--- src/rtl/pipe_hazard_ctrl.sv ---
// rtl/pipe_hazard_ctrl.sv - pipeline hold/flush/bubble controller with halt drain and event counters
module pipe_hazard_ctrl #(
  parameter int REG_W     = 4,
  parameter int CNT_W     = 16,
  parameter int DRAIN_MAX = 4
) (
  input  logic             clk,
  input  logic             rst_n,        // active-high synchronous reset
  input  logic [REG_W-1:0] id_rs,
  input  logic [REG_W-1:0] id_rt,
  input  logic             id_rs_vld,
  input  logic             id_rt_vld,
  input  logic             id_hlt,
  input  logic             ex_dm_rd_en,
  input  logic [REG_W-1:0] ex_wr_reg,
  input  logic             mem_redirect,
  input  logic             wb_hlt,
  output logic             pc_hold,
  output logic             if_id_hold,
  output logic             if_id_flush,
  output logic             id_ex_bubble,
  output logic             ex_mem_flush,
  output logic             halted,
  output logic             drain_err,
  output logic [CNT_W-1:0] stall_cnt,
  output logic [CNT_W-1:0] flush_cnt
);

  localparam int DC_W = $clog2(DRAIN_MAX) + 1;

  typedef enum logic [1:0] {S_RUN, S_DRAIN, S_HALTED} state_t;

  state_t          state, state_nxt;
  logic [DC_W-1:0] drain_cnt, drain_cnt_nxt;
  logic            stall_evt, flush_evt, drain_err_set;
  logic            lu;

  // Load-use hazard: load in EX writes a register the ID instruction reads; R0 is exempt.
  assign lu = ex_dm_rd_en && (ex_wr_reg != '0) &&
              ((id_rs_vld && (id_rs == ex_wr_reg)) || (id_rt_vld && (id_rt == ex_wr_reg)));

  assign halted = (state == S_HALTED);

  // Next-state and control decode; everything is suppressed while reset is asserted.
  always_comb begin
    state_nxt     = state;
    drain_cnt_nxt = drain_cnt;
    pc_hold       = 1'b0;
    if_id_hold    = 1'b0;
    if_id_flush   = 1'b0;
    id_ex_bubble  = 1'b0;
    ex_mem_flush  = 1'b0;
    stall_evt     = 1'b0;
    flush_evt     = 1'b0;
    drain_err_set = 1'b0;
    if (!rst_n) begin
      case (state)
        S_RUN: begin
          if (mem_redirect) begin
            if_id_flush  = 1'b1;
            id_ex_bubble = 1'b1;
            ex_mem_flush = 1'b1;
            flush_evt    = 1'b1;
          end else if (lu) begin
            pc_hold      = 1'b1;
            if_id_hold   = 1'b1;
            id_ex_bubble = 1'b1;
            stall_evt    = 1'b1;
          end else if (id_hlt) begin
            state_nxt     = S_DRAIN;
            drain_cnt_nxt = '0;
          end
        end
        S_DRAIN: begin
          pc_hold       = 1'b1;
          if_id_flush   = 1'b1;
          drain_cnt_nxt = drain_cnt + 1'b1;
          if (mem_redirect) begin
            // An older branch squashes the HLT: resume fetching from alt_pc.
            pc_hold      = 1'b0;
            id_ex_bubble = 1'b1;
            ex_mem_flush = 1'b1;
            flush_evt    = 1'b1;
            state_nxt    = S_RUN;
          end else if (wb_hlt) begin
            state_nxt = S_HALTED;
          end else if (drain_cnt == DC_W'(DRAIN_MAX - 1)) begin
            state_nxt     = S_HALTED;
            drain_err_set = 1'b1;
          end
        end
        S_HALTED: begin
          pc_hold      = 1'b1;
          if_id_flush  = 1'b1;
          id_ex_bubble = 1'b1;
          ex_mem_flush = 1'b1;
        end
        default: state_nxt = S_RUN;
      endcase
    end
  end

  // State, drain timer, sticky error and saturating event counters.
  always_ff @(posedge clk) begin
    if (rst_n) begin
      state     <= S_RUN;
      drain_cnt <= '0;
      drain_err <= 1'b0;
      stall_cnt <= '0;
      flush_cnt <= '0;
    end else begin
      state     <= state_nxt;
      drain_cnt <= drain_cnt_nxt;
      if (drain_err_set) drain_err <= 1'b1;
      if (stall_evt && (stall_cnt != '1)) stall_cnt <= stall_cnt + 1'b1;
      if (flush_evt && (flush_cnt != '1)) flush_cnt <= flush_cnt + 1'b1;
    end
  end

endmodule

--- config.mk ---
export PLATFORM = sky130hd
export DESIGN_NAME = pipe_hazard_ctrl
export DESIGN_NICKNAME = d
export VERILOG_FILES = /design/src/rtl/pipe_hazard_ctrl.sv
export SDC_FILE = /design/constraint.sdc
export NUM_CORES = 1
export LEC_CHECK = 0
export ABC_AREA = 1
export CORE_UTILIZATION = 41
export CTS_CLUSTER_DIAMETER = 120
export DETAILED_ROUTE_END_ITERATION = 10
export HOLD_SLACK_MARGIN = 0.15
export PLACE_DENSITY = 0.8
export RECOVER_POWER = 100
export SLEW_MARGIN = 20
export SYNTH_ARGS = -nofsm -noshare
export SYNTH_HDL_FRONTEND = slang
export SYNTH_SLANG_ARGS = --single-unit
export TNS_END_PERCENT = 5
--- constraint.sdc ---
create_clock -name clk -period 1.9 [get_ports clk]
set_clock_uncertainty 0.05 [all_clocks]
set_input_delay 0.285 -clock clk [delete_from_list [all_inputs] [get_ports clk]]
set_output_delay 0.285 -clock clk [all_outputs]
set_load 0.01 [all_outputs]
# [Yosys cells after proc, flatten, opt, wreduce, memory -nomap -nowiden]
# Index checks and enable logic that the tools add are counted.
# Widths: inputs -> output; s select.
[classes] n_addsub=3 n_mul=0 n_div=0 order_cmp=0 eq_ne=11 shift=0 n_mux=33 bitwise=1 n_reduce_logical=14
[op_table] operator="$add 16x1->16 const B" n=2
[op_table] operator="$ne 16x16->1 const B" n=2
[op_table] operator="$mux 1" n=18
[op_table] operator="$mux 2" n=6
[op_table] operator="$mux 3" n=3
[op_table] operator="$eq 4x4->1" n=2
[op_table] operator="$logic_and 1x1->1" n=6
[op_table] operator="$ne 2x2->1 const B" n=3
[op_table] operator="$pmux 1 s3" n=2
[op_table] operator="$pmux 2 s3" n=1
[op_table] operator="$pmux 3 s2" n=1
[op_table] operator="$reduce_and 5->1" n=1
[op_table] operator="$ne 4x4->1 const B" n=1
[op_table] operator="$pmux 1 s2" n=2
[op_table] operator="$reduce_and 4->1" n=1
[op_table] operator="$reduce_bool 4->1" n=1
[op_table] operator="$reduce_or 2->1" n=2
[op_table] operator="$add 3x1->3 const B" n=1
[op_table] operator="$eq 3x2->1 const B" n=1
[op_table] operator="$eq 2x1->1 const B" n=1
[op_table] operator="$eq 2x2->1 const B" n=1
[op_table] operator="$logic_not 2->1" n=1
[op_table] operator="$reduce_bool 2->1" n=1
[op_table] operator="$logic_or 1x1->1" n=1
[op_table] operator="$not 1->1" n=1
[word_totals] register_bits=38 latch_bits=0 mem_bits_rw=0 mem_bits_ro=0 in_bits=20 output_inout_bits=39 wordCells=67 mem_count=0

# [Logic depth before layout (Yosys ltp)]
[depth] word_depth=9 depth_mapped=12 depth_no_buf=11

# [Worst setup path before layout]
# No wires, ideal clock.
[synth_timing] kind="flip-flop to output port" from="register state[1]" to="output pc_hold" arrival_time_ns=1.482 path_slack_ns=0.083 path_stages_with_launch=8 cell_sequence="dfxtp_1 > inv_1 > ha_1 > nand2_1 > a31oi_1 > nand3_2 > buf_2 > a31oi_1"
[synth_between] elab_chain_cells=3 word_cells_on_any_way=5 classes_between="eq/ne (2); mux (2); reduce/logical (1)"
[synth_lines] element="start: declaration" line="33" rtl="state_t state, state_nxt;"
[synth_lines] element="start signal: assignment" line="112" rtl="state <= state_nxt;"
[synth_lines] element="$eq 2x2->1 (tied with other cells)" line="57" rtl="case (state)"
[synth_lines] element="$pmux 1 s3 *" line="57"
[synth_lines] element="$mux 1 *" line="56" rtl="if (!rst_n) begin"
[synth_lines] element="end: declaration" line="18" rtl="output logic pc_hold,"
# Mark *: on every way between the ends. The rest lies on a longest branch, timed or not.

# [Final worst setup path]
[layout_timing] from="register state[0]" to="output id_ex_bubble"
[layout_between] elab_chain_cells=3 word_cells_on_any_way=5 classes_between="eq/ne (2); mux (2); reduce/logical (1)"
[layout_lines] element="$eq 2x2->1 (tied with other cells)" line="57"
[layout_lines] element="$pmux 1 s3 *" line="57"
[layout_lines] element="$mux 1 *" line="56"
[layout_lines] element="end: declaration" line="21" rtl="output logic id_ex_bubble,"
# Marks and branches as above.

==> impl_metrics.ini <==
[floorplan]
chipHeight_um = 78.21
die_area_um2 = 6116
rows = 27
ioPinCount = 59
fp.dieW_um = 78.21
initial_utilization = 0.4298
core_um2 = 5540

[setup_path]
r2r_slack_ps = 90
crit_type = flip-flop to output port
cp_num_buf_inv = 3
start_kind = flip-flop
required_ps = 1560
cp_data_arrival_time_ps = 1550
crit_family = flip-flops
crit_path_max_incr_delay_ps = 330
cp-end-kind = output port
crit_path_cell_trace = inv_1 > ha_2 > buf_4 > or2_4 > nand2_2 > a31oi_1 > buf_2
cp_slowest_cell = dfxtp_2
crit_fanout = 4

[sta]
final_hold_viol_count = 0
min_period_ps = 1882
rsz0062_at_grt = true
report.final.slew_viol_count = 0
max_clock_freq_ghz = 0.5313
fin_ws_ps = 17.81
fin_crit_sh = 0.9906
slew_headroom = 0.7418
worstMarginPinSlew_ps = 386.5
setup-violations-final = 0

[yosys]
synthMuxAreaShare = 0
synth_top_area_frac = 0.3195
synth_compound_area_frac = 0.09879
synth_cell_types = 35
avgSynthCellArea_um2 = 6.523
ys.flop_type = dfxtp_1
ys_seq_area_frac = 0.3195
yosysWarnings = 0
synth_top_area_cell = dfxtp_1
synth_most_common_cell = nand2_1
synth_common_cells = nand2_1 (102), nor2_1 (61), dfxtp_1 (38)
synth_edf_count = 0
synth_top_family_by_area = simple AND/OR/NAND/NOR gates
synth_area_leaders = dfxtp_1 (32%), nand2_1 (16%), nor2_1 (9.6%)
synth-simple-area-share = 0.4157
synth_fa_ha_area_frac = 0.04204
synth_fp_nets = 393
async_flop_share = 0
netlist_area_um2 = 2381
netlist_instances = 365
synth_xor_area_frac = 0.04782
synth_seq_cells = 38

[final_layout]
multi_input_area_um2 = 1495
nFillCells = 536
drive_gt1_frac = 0.1559
final_cell_area_um2 = 3337
diodes = 0
regArea_um2 = 763.2
area_growth_pct = 40.15
nets = 476

[grt]
grt_pass1_vias = 2434
track_usage = 0.2093
grt_max_degree = 22
grt_antenna_before_repair = 0
grt_pass1_wl_mm = 10.33
grt-ovfl-total = 0

[clock_tree]
clk_pin_slew_worst_paths_ps = 80
clkLatencyLatePin_ps = 290
holdBufCountCts = 0
cts_tree = built
clockBufferDepth = 2
cts_max_level = 2
cts_num_sinks = 38
cts_buffers = 5
root_buffer = clkbuf_8

[power_and_ir_drop]
p_leak_uw = 0.001516
switchingPower_uw = 806.3
p_sw_frac = 0.3389
clkPwrFrac = 0.247
ir_drop_v = 0.0004371
internal_power_uw = 1573
seq_power_share = 0.364
power_frac_comb = 0.388
power_density_nw_per_um2 = 713.1

[routing]
antenna_left = 0
first_pass_iters = 6
routed_wl_mm = 6.027
drc = 0
routed_via_density = 4.948
wl_per_cell_um = 11.57
vias = 2578
first_iter_violations = 77

[worst_hold_path]
hold_path.class = flip-flop to flip-flop

[placed_design]
hpwlAfterDp_mm = 4.623
placed_area_um2 = 3204
numPortBuffers = 58
gp_congestion = 0.8658
pre_cts_ws_ps = -540.0

[job]
cap_violations = 0

[status]
status = finished, final reports clean
==> power groups by stage <==
| stage | Clock, uW | Combinational (uW) | Sequential (uW) |
|---|---|---|---|
| 2_1_floorplan | 0 | 441 | 900 |
| 5_1_grt | 647 | 1010 | 872 |
| 4_1_cts | 606 | 902 | 866 |
| 6_report | 589 | 924 | 867 |
| 3_5_place_dp | 0 | 895 | 881 |
| 3_3_place_gp | 0 | 875 | 879 |
==> metrics by stage <==
step / util / hold WS (ps) / TNS, ps / cells / total power [uW]
finish: 0.6023 / 425.7 / 0 / 521 / 2380
global route: 0.6023 / 451.1 / -586.1 / 521 / 2531
CTS: 0.5960 / 429.5 / -23.55 / 521 / 2375
detailed placement: 0.5784 / 411.2 / -3994 / 513 / 1777
global placement: 0.5784 / 400.8 / -2922 / 513 / 1754
floorplan: - / 395.3 / 0 / 365 / 1341
==> metal layers <==
layer	up-vias	wire length (um)	GRT usage
met1	1177	2570	0.2416
met4	0	88	0.07222
met3	9	288	0.04070
met5	-	0	0
met2	69	3079	0.3816
li1	1323	-	-
==> cells in the final DEF, fill, tap and decap left out, types with 3 or more instances in the layout <==
cell             netlist  final
a21oi_1               24     24
buf_2                  1      4
buf_4                  0     21
clkbuf_8               0      6
clkdlybuf4s50_1        0      9
dfxtp_1               38     36
dlygate4sd2_1          0      8
dlygate4sd3_1          0     34
ha_1                   8      6
inv_1                 34     34
inv_2                  7      7
nand2_1              102     98
nand2_2                2      5
nand3_1               19     19
nand3b_1               4      4
nand4_1                5      5
nor2_1                61     60
nor2_4                 2      3
nor3_1                 8      8
nor3_2                 3      3
o21ai_0                3      3
o21ai_1                5      5
o21bai_1               3      3
xnor2_1                6      6
xor2_1                 7      7
==> area by class of cell <==
| cell class | instances | area share |
|---|---|---|
| sequential | 38 | 0.2287 |
| multi-input combinational | 279 | 0.4481 |
| inverter | 43 | 0.04837 |
| timing repair buffer | 81 | 0.2193 |
| clock inverter | 2 | 0.003750 |
| tap | 72 | 0.02700 |
| clock buffer | 6 | 0.02475 |
==> worst paths after layout <==
| path | start | end | cells past startpoint |
|---|---|---|---|
| worst max-delay path | state[0]$_SDFFE_PP0P_ | id_ex_bubble | 7 |
| worst max register to register | state[0]$_SDFFE_PP0P_ | flush_cnt[0]$_SDFFE_PP0P_ | 10 |
| worst min-delay path | drain_err$_SDFFE_PP0P_ | drain_err$_SDFFE_PP0P_ | 2 |
| worst min register to register | drain_err$_SDFFE_PP0P_ | drain_err$_SDFFE_PP0P_ | 2 |
==> worst register-to-register path: stages, from the launching register on <==
cell and delay (ps):
dfxtp_2 330, inv_1 50, ha_2 190, buf_4 140, or2_4 250, nand2_2 70, buf_4 130, o21bai_4 140
buf_6 140, xor2_1 160, nor2_1 60
==> flip-flops by register name, indices dropped and copies added, names as in the netlist <==
register and flops:
flush_cnt 16, stall_cnt 16, drain_err 1, drain_cnt 3, state 2
==> cells by family after synthesis <==
logic type                 after synthesis
DFF                                     38
buffers and inverters                   48
adders and majority gates                8
AOI/OAI and AO/OA                       41
and+or+nand+nor                        217
xor gates and xnor gates                13
==> timing repair <==
action | in CTS | in global routing
buffers inserted | 0 | 0
hold endpoints to repair | 0 | 0
resized for setup | 34 | 11
endpoints found under the setup margin | 6 | 25
pin swaps | 5 | 7
Note: power is estimated with default switching activity, not from simulation.
==> RTL change 1: new RTL, same flow settings <==
The parameter `DRAIN_MAX` goes from 4 to 8.
--- a/src/rtl/pipe_hazard_ctrl.sv
+++ b/src/rtl/pipe_hazard_ctrl.sv
@@ -4,3 +4,3 @@
   parameter int CNT_W     = 16,
-  parameter int DRAIN_MAX = 4
+  parameter int DRAIN_MAX = 8
 ) (
Check against the original RTL: not equivalent (Yosys sat finds a counterexample within 10 cycles, from zero or initial values and one cycle with rst_n high).
==> RTL change 1 against the unedited design <==
- the flow now finishes with violations (setup timing)
- clock power increased by 13%
- critical endpoint is now pc_hold
- area after synthesis down 0.42%
- power rose by 14%
- routed wire length rose by 0.50%
- largest cell class unchanged
- first-iteration DRC count grew 110%
- sequential share of layout area down 0.19 points
- critical path type unchanged
- cell area is 3.5% higher
- sequential cell count is 1 higher
- worst setup slack worse by 0.058 ns
==> RTL change 1: results (changes against the unedited design) <==
| Metric | Value |
|---|---|
| # setup viols final | 2 (was 0) |
| Detail-routed net length per standard cell | 11.4 um (was 11.6 um) |
| Maximum clock path buffer count | 2 (unchanged) |
| CTS buffer count | 5 (unchanged) |
| Aggregate global routing overflow | 0 (unchanged) |
| Placer congestion estimate | 0.843 (was 0.866) |
| Root Driver | clkbuf_8 (unchanged) |
| Peak supply drop | 0.579 mV (was 0.437 mV) |
| 1st-iter DRT viols | 161 (was 77) |
| Status | finished with violations (was finished clean) |
| Synth top area cells | dfxtp_1 33%, nand2_1 16%, nor2_1 9.8%, inv_1 5.9%, a21oi_1 4.9% (was dfxtp_1 32%, nand2_1 16%, nor2_1 9.6%, inv_1 5.4%, a21oi_1 5.0%) |
| CP max FO | 3 (was 4) |
| PortBufs | 58 (unchanged) |
| Worst hold path type | flop to flop (unchanged) |
| Antenna diode count | 0 (unchanged) |
| First-pass GRT wire length | 9.59 mm (was 10.3 mm) |
| Layout cell share with drive strength beyond 1 | 0.174 (was 0.156) |
| Initial antenna violation count | 0 (unchanged) |
| H-tree levels | 2 (unchanged) |
| Clock slew at reported path FFs | 0.07 ns |
| Largest net degree at the start of global routing | 21 (was 22) |
| DR pass1 iterations | 4 (was 6) |
| Syn_nets | 393 (unchanged) |
| Synth warnings | 0 (unchanged) |
| Final setup margin | -0.0400 ns (was 0.0178 ns) |
| Pre-CTS WS | -0.624 ns (was -0.540 ns) |
| Clk Latency, worst-skew pair | 0.29 ns (about the same) |
| Nets | 486 (was 476) |
| GRT Util Overall | 0.192 (was 0.209) |
| Net Sw Frac | 0.337 (was 0.339) |
| Slew margin rel. | 0.701 (was 0.742) |
| Async set-reset flop share out of synthesis | 0 (unchanged) |
| Vias in the first global route | 2247 (was 2434) |
| Synth cell types | 29 (was 35) |
| Largest registers | flush_cnt: 16 flops, stall_cnt: 16 flops, drain_cnt: 4 flops (was flush_cnt: 16 flops, stall_cnt: 16 flops, drain_cnt: 3 flops) |
| LEAKAGE | 1.44 nW (was 1.52 nW) |
| Synth cell count leaders | 101 x nand2_1, 62 x nor2_1, 39 x dfxtp_1 (was 102 x nand2_1, 61 x nor2_1, 38 x dfxtp_1) |
| Failing checks | setup timing |
| Sequential cell area fraction in the yosys report | 0.329 (was 0.319) |
| Dpl hpwl | 4.44 mm (was 4.62 mm) |
| Critical path arrival | 1.60 ns (was 1.55 ns) |
| DR vias | 2584 (was 2578) |
RTL change 1: cell families (layout without fill, tap and decap cells):
group | Yosys count | count (layout) | synth area share
buffers and inverters | 47 | 140 | 0.0818
AND/OR/NAND/NOR | 221 | 221 | 0.414
flip-flops | 39 | 39 | 0.329
XOR/XNOR | 15 | 15 | 0.0554
adder cells (fa/ha/maj) | 7 | 7 | 0.0369
AO/OA/AOI/OAI | 37 | 37 | 0.0828
RTL change 1: per-stage QoR:
step	util	TNS, ns	instances	area [um^2]
floorplan	-	0	366	2370
CTS	0.605	-0.258	527	3350
finish	0.623	-0.0795	531	3450
global placement	0.583	-2.74	520	3230
detailed placement	0.583	-3.91	520	3230
global route	0.623	-0.531	531	3450
RTL change 1: what timing repair did:
action / CTS / global route
buffers inserted: 0 / 4
setup endpoints to repair: 7 / 24
hold buffers: 0 / 0
gates resized for setup: 26 / 28
pin swaps: 4 / 14
cloned: 0 / 0
RTL change 1: worst max-delay path, cell delays in order (launching register included):
cell and delay (ns):
dfxtp_2 0.33, inv_2 0.07, ha_4 0.15, nand2_2 0.04, a31oi_1 0.16, buf_4 0.17, nand3_4 0.10, a31oi_4 0.15
buf_2 0.15
RTL change 1: worst paths after layout:
kind	start	end	slack [ns]	cells past startpoint
worst max-delay path	state[1]	pc_hold	-0.04	8
worst min register to register	drain_err	drain_err	0.44	2
worst max register to register	state[1]	flush_cnt[5]	0.01	14
worst min-delay path	drain_err	drain_err	0.44	2
RTL change 1: power groups by stage:
| stage | Combinational, W | Sequential, W | Clock [W] |
|---|---|---|---|
| global route | 0.00122 | 0.000909 | 0.000719 |
| global placement | 0.000986 | 0.000910 | 0 |
| finish | 0.00113 | 0.000903 | 0.000668 |
| detailed placement | 0.000999 | 0.000914 | 0 |
| CTS | 0.000999 | 0.000897 | 0.000683 |
| floorplan | 0.000487 | 0.000928 | 0 |
RTL change 1: layer usage:
layer,track usage,share of wire
met3,0.0291,0.036
met2,0.339,0.50
met1,0.239,0.45
met4,0.0537,0.015
met5,0,0
RTL change 1: cell type report:
type,instances,area (um^2)
well taps,72,90.1
fillers,500,2090
flip-flops and latches,39,783
inverters,40,153
clock inverters,1,30.0
multi-input cells,280,1490
repair buffers,93,838
clock buffers,6,72.6
==> RTL change 2: new RTL, same settings <==
Made on the original files. Re-encode `state_t` (3 states) as one-hot, 3 bits wide.
--- a/src/rtl/pipe_hazard_ctrl.sv
+++ b/src/rtl/pipe_hazard_ctrl.sv
@@ -30,3 +30,3 @@
 
-  typedef enum logic [1:0] {S_RUN, S_DRAIN, S_HALTED} state_t;
+  typedef enum logic [2:0] {S_RUN = 3'b001, S_DRAIN = 3'b010, S_HALTED = 3'b100} state_t;
 
Behaviour: same outputs for any inputs over 10 cycles, from zero or initial values and one cycle with rst_n high; not proved beyond that.
==> RTL change 2 against the unedited design <==
- worst setup slack improved by 0.014 ns
- worst hold slack got worse by 0.015 ns
- sequential share of layout area decreased by 0.12 points
- synthesized cell count decreased by 0.55%
- cell count increased by 1.3%
- cell area increased by 3.8%
- maximum frequency increased by 0.75%
- routed wire length increased by 4.1%
- area after synthesis increased by 1.9%
- critical path depth unchanged
- sequential cell count increased by 1
- critical endpoint unchanged
Power is not compared: it rests on default switching activity, and its combinational part moved more than twofold at a synthesized area within 25%.
==> RTL change 2: results (changes against the unedited design) <==
| Metric | Value |
|---|---|
| Status | finished clean (unchanged) |
| Hold EP | drain_cnt[2] (was drain_err) |
| Met3 routed WL | 264 um (was 288 um) |
| Critical Path Slowest Stage Cell | clkdlybuf4s50_1 (was dfxtp_2) |
| Placer congestion estimate | 0.878 (was 0.866) |
| Vias in the first global route | 2460 (was 2434) |
| GR Layer Usage met3 | 0.0379 (was 0.0407) |
| Synth top area cells | dfxtp_1 32%, nand2_1 13%, nor2_1 6.8%, nand3_1 6.6%, a21oi_1 6.0% (was dfxtp_1 32%, nand2_1 16%, nor2_1 9.6%, inv_1 5.4%, a21oi_1 5.0%) |
| Largest net degree at the start of global routing | 16 (was 22) |
| Max incr delay on CP | 0.48 ns (was 0.33 ns) |
| CP delay by family, top | buffers and inverters (was flip-flops) |
| Largest registers | flush_cnt: 16 flops, stall_cnt: 16 flops (was flush_cnt: 16 flops, stall_cnt: 16 flops, drain_cnt: 3 flops) |
| Final instance area | 3460 um^2 (was 3340 um^2) |
| Routing usage on met1 | 0.259 (was 0.242) |
| GRT Util Overall | 0.207 (was 0.209) |
| Met1 wire length | 2.83 mm (was 2.57 mm) |
| CP max FO | 3 (was 4) |
| 1st-iter DRT viols | 91 (was 77) |
| Dpl hpwl | 4.61 mm (was 4.62 mm) |
| Detail-routed net length per standard cell | 11.9 um (was 11.6 um) |
| Critical path arrival | 1.53 ns (was 1.55 ns) |
| DR pass1 iterations | 4 (was 6) |
| Syn_nets | 387 (was 393) |
| Sequential cell area fraction in the yosys report | 0.322 (was 0.319) |
| Dpl cells | 519 (was 513) |
| R2R Setup Slk | 0.15 ns (was 0.09 ns) |
| Reg-to-reg endpoint | stall_cnt[1] (was flush_cnt[0]) |
| Hold Slack | 0.410 ns (was 0.426 ns) |
| DP Area | 3300 um^2 (was 3200 um^2) |
| Worst-margin pin slew | 0.416 ns (was 0.386 ns) |
| Post-Syn Instances | 363 (was 365) |
| Synth cell count leaders | 82 x nand2_1, 44 x nor2_1, 39 x dfxtp_1 (was 102 x nand2_1, 61 x nor2_1, 38 x dfxtp_1) |
| Met2 WL post-DR | 3.14 mm (was 3.08 mm) |
| Hold path startpoint | drain_cnt[2] (was drain_err) |
| Final Non-Filler Cells | 528 (was 521) |
| Layout cell share with drive strength beyond 1 | 0.189 (was 0.156) |
RTL change 2: cell types whose count changed after synthesis, sizes merged, moves of 5 or more:
cell | unedited run | this run
a21oi | 24 | 33
nand2 | 105 | 85
nand3 | 21 | 34
nor2 | 64 | 46
o21ai | 8 | 20
xnor2 | 6 | 11
RTL change 2: logic make-up (layout without fill, tap and decap cells):
family          after synthesis  count (layout)  share of synthesized area
buf+inv                      52             145                     0.0938
simple gates                189             189                      0.358
flops                        39              39                      0.322
xor+xnor                     21              21                     0.0758
fa+ha+maj                     4               4                     0.0206
compound gates               58              58                      0.130
RTL change 2: repair_timing:
action	4_1_cts	5_1_grt
resized for setup	16	34
buffers inserted	0	1
pin swaps	0	14
endpoints found under the setup margin	9	37
RTL change 2: worst max-delay path by stage:
stage / slack, ns / startpoint / cells after the start / to
2_1_floorplan: 0.05 / flush_cnt[0] / 11 / flush_cnt[7]
3_3_place_gp: -0.48 / ex_wr_reg[1] / 10 / id_ex_bubble
3_5_place_dp: -0.55 / ex_wr_reg[3] / 10 / pc_hold
4_1_cts: -0.17 / ex_wr_reg[0] / 10 / pc_hold
5_1_grt: -0.1 / id_rt_vld / 8 / id_ex_bubble
6_report: 0.03 / id_rt[2] / 7 / id_ex_bubble
RTL change 2: cell type report:
| type | instances | share of cell area |
|---|---|---|
| multi-input combinational | 272 | 0.424 |
| clock buffer | 8 | 0.0289 |
| tap | 72 | 0.0260 |
| inverter | 41 | 0.0444 |
| timing repair buffer | 96 | 0.250 |
| sequential | 39 | 0.228 |
RTL change 2: per-stage QoR:
step	total power [W]	setup WS [ns]
3_5_place_dp	0.00128	-0.547
2_1_floorplan	0.00107	0.0490
6_report	0.00190	0.0318
3_3_place_gp	0.00127	-0.481
5_1_grt	0.00200	-0.0999
4_1_cts	0.00189	-0.168
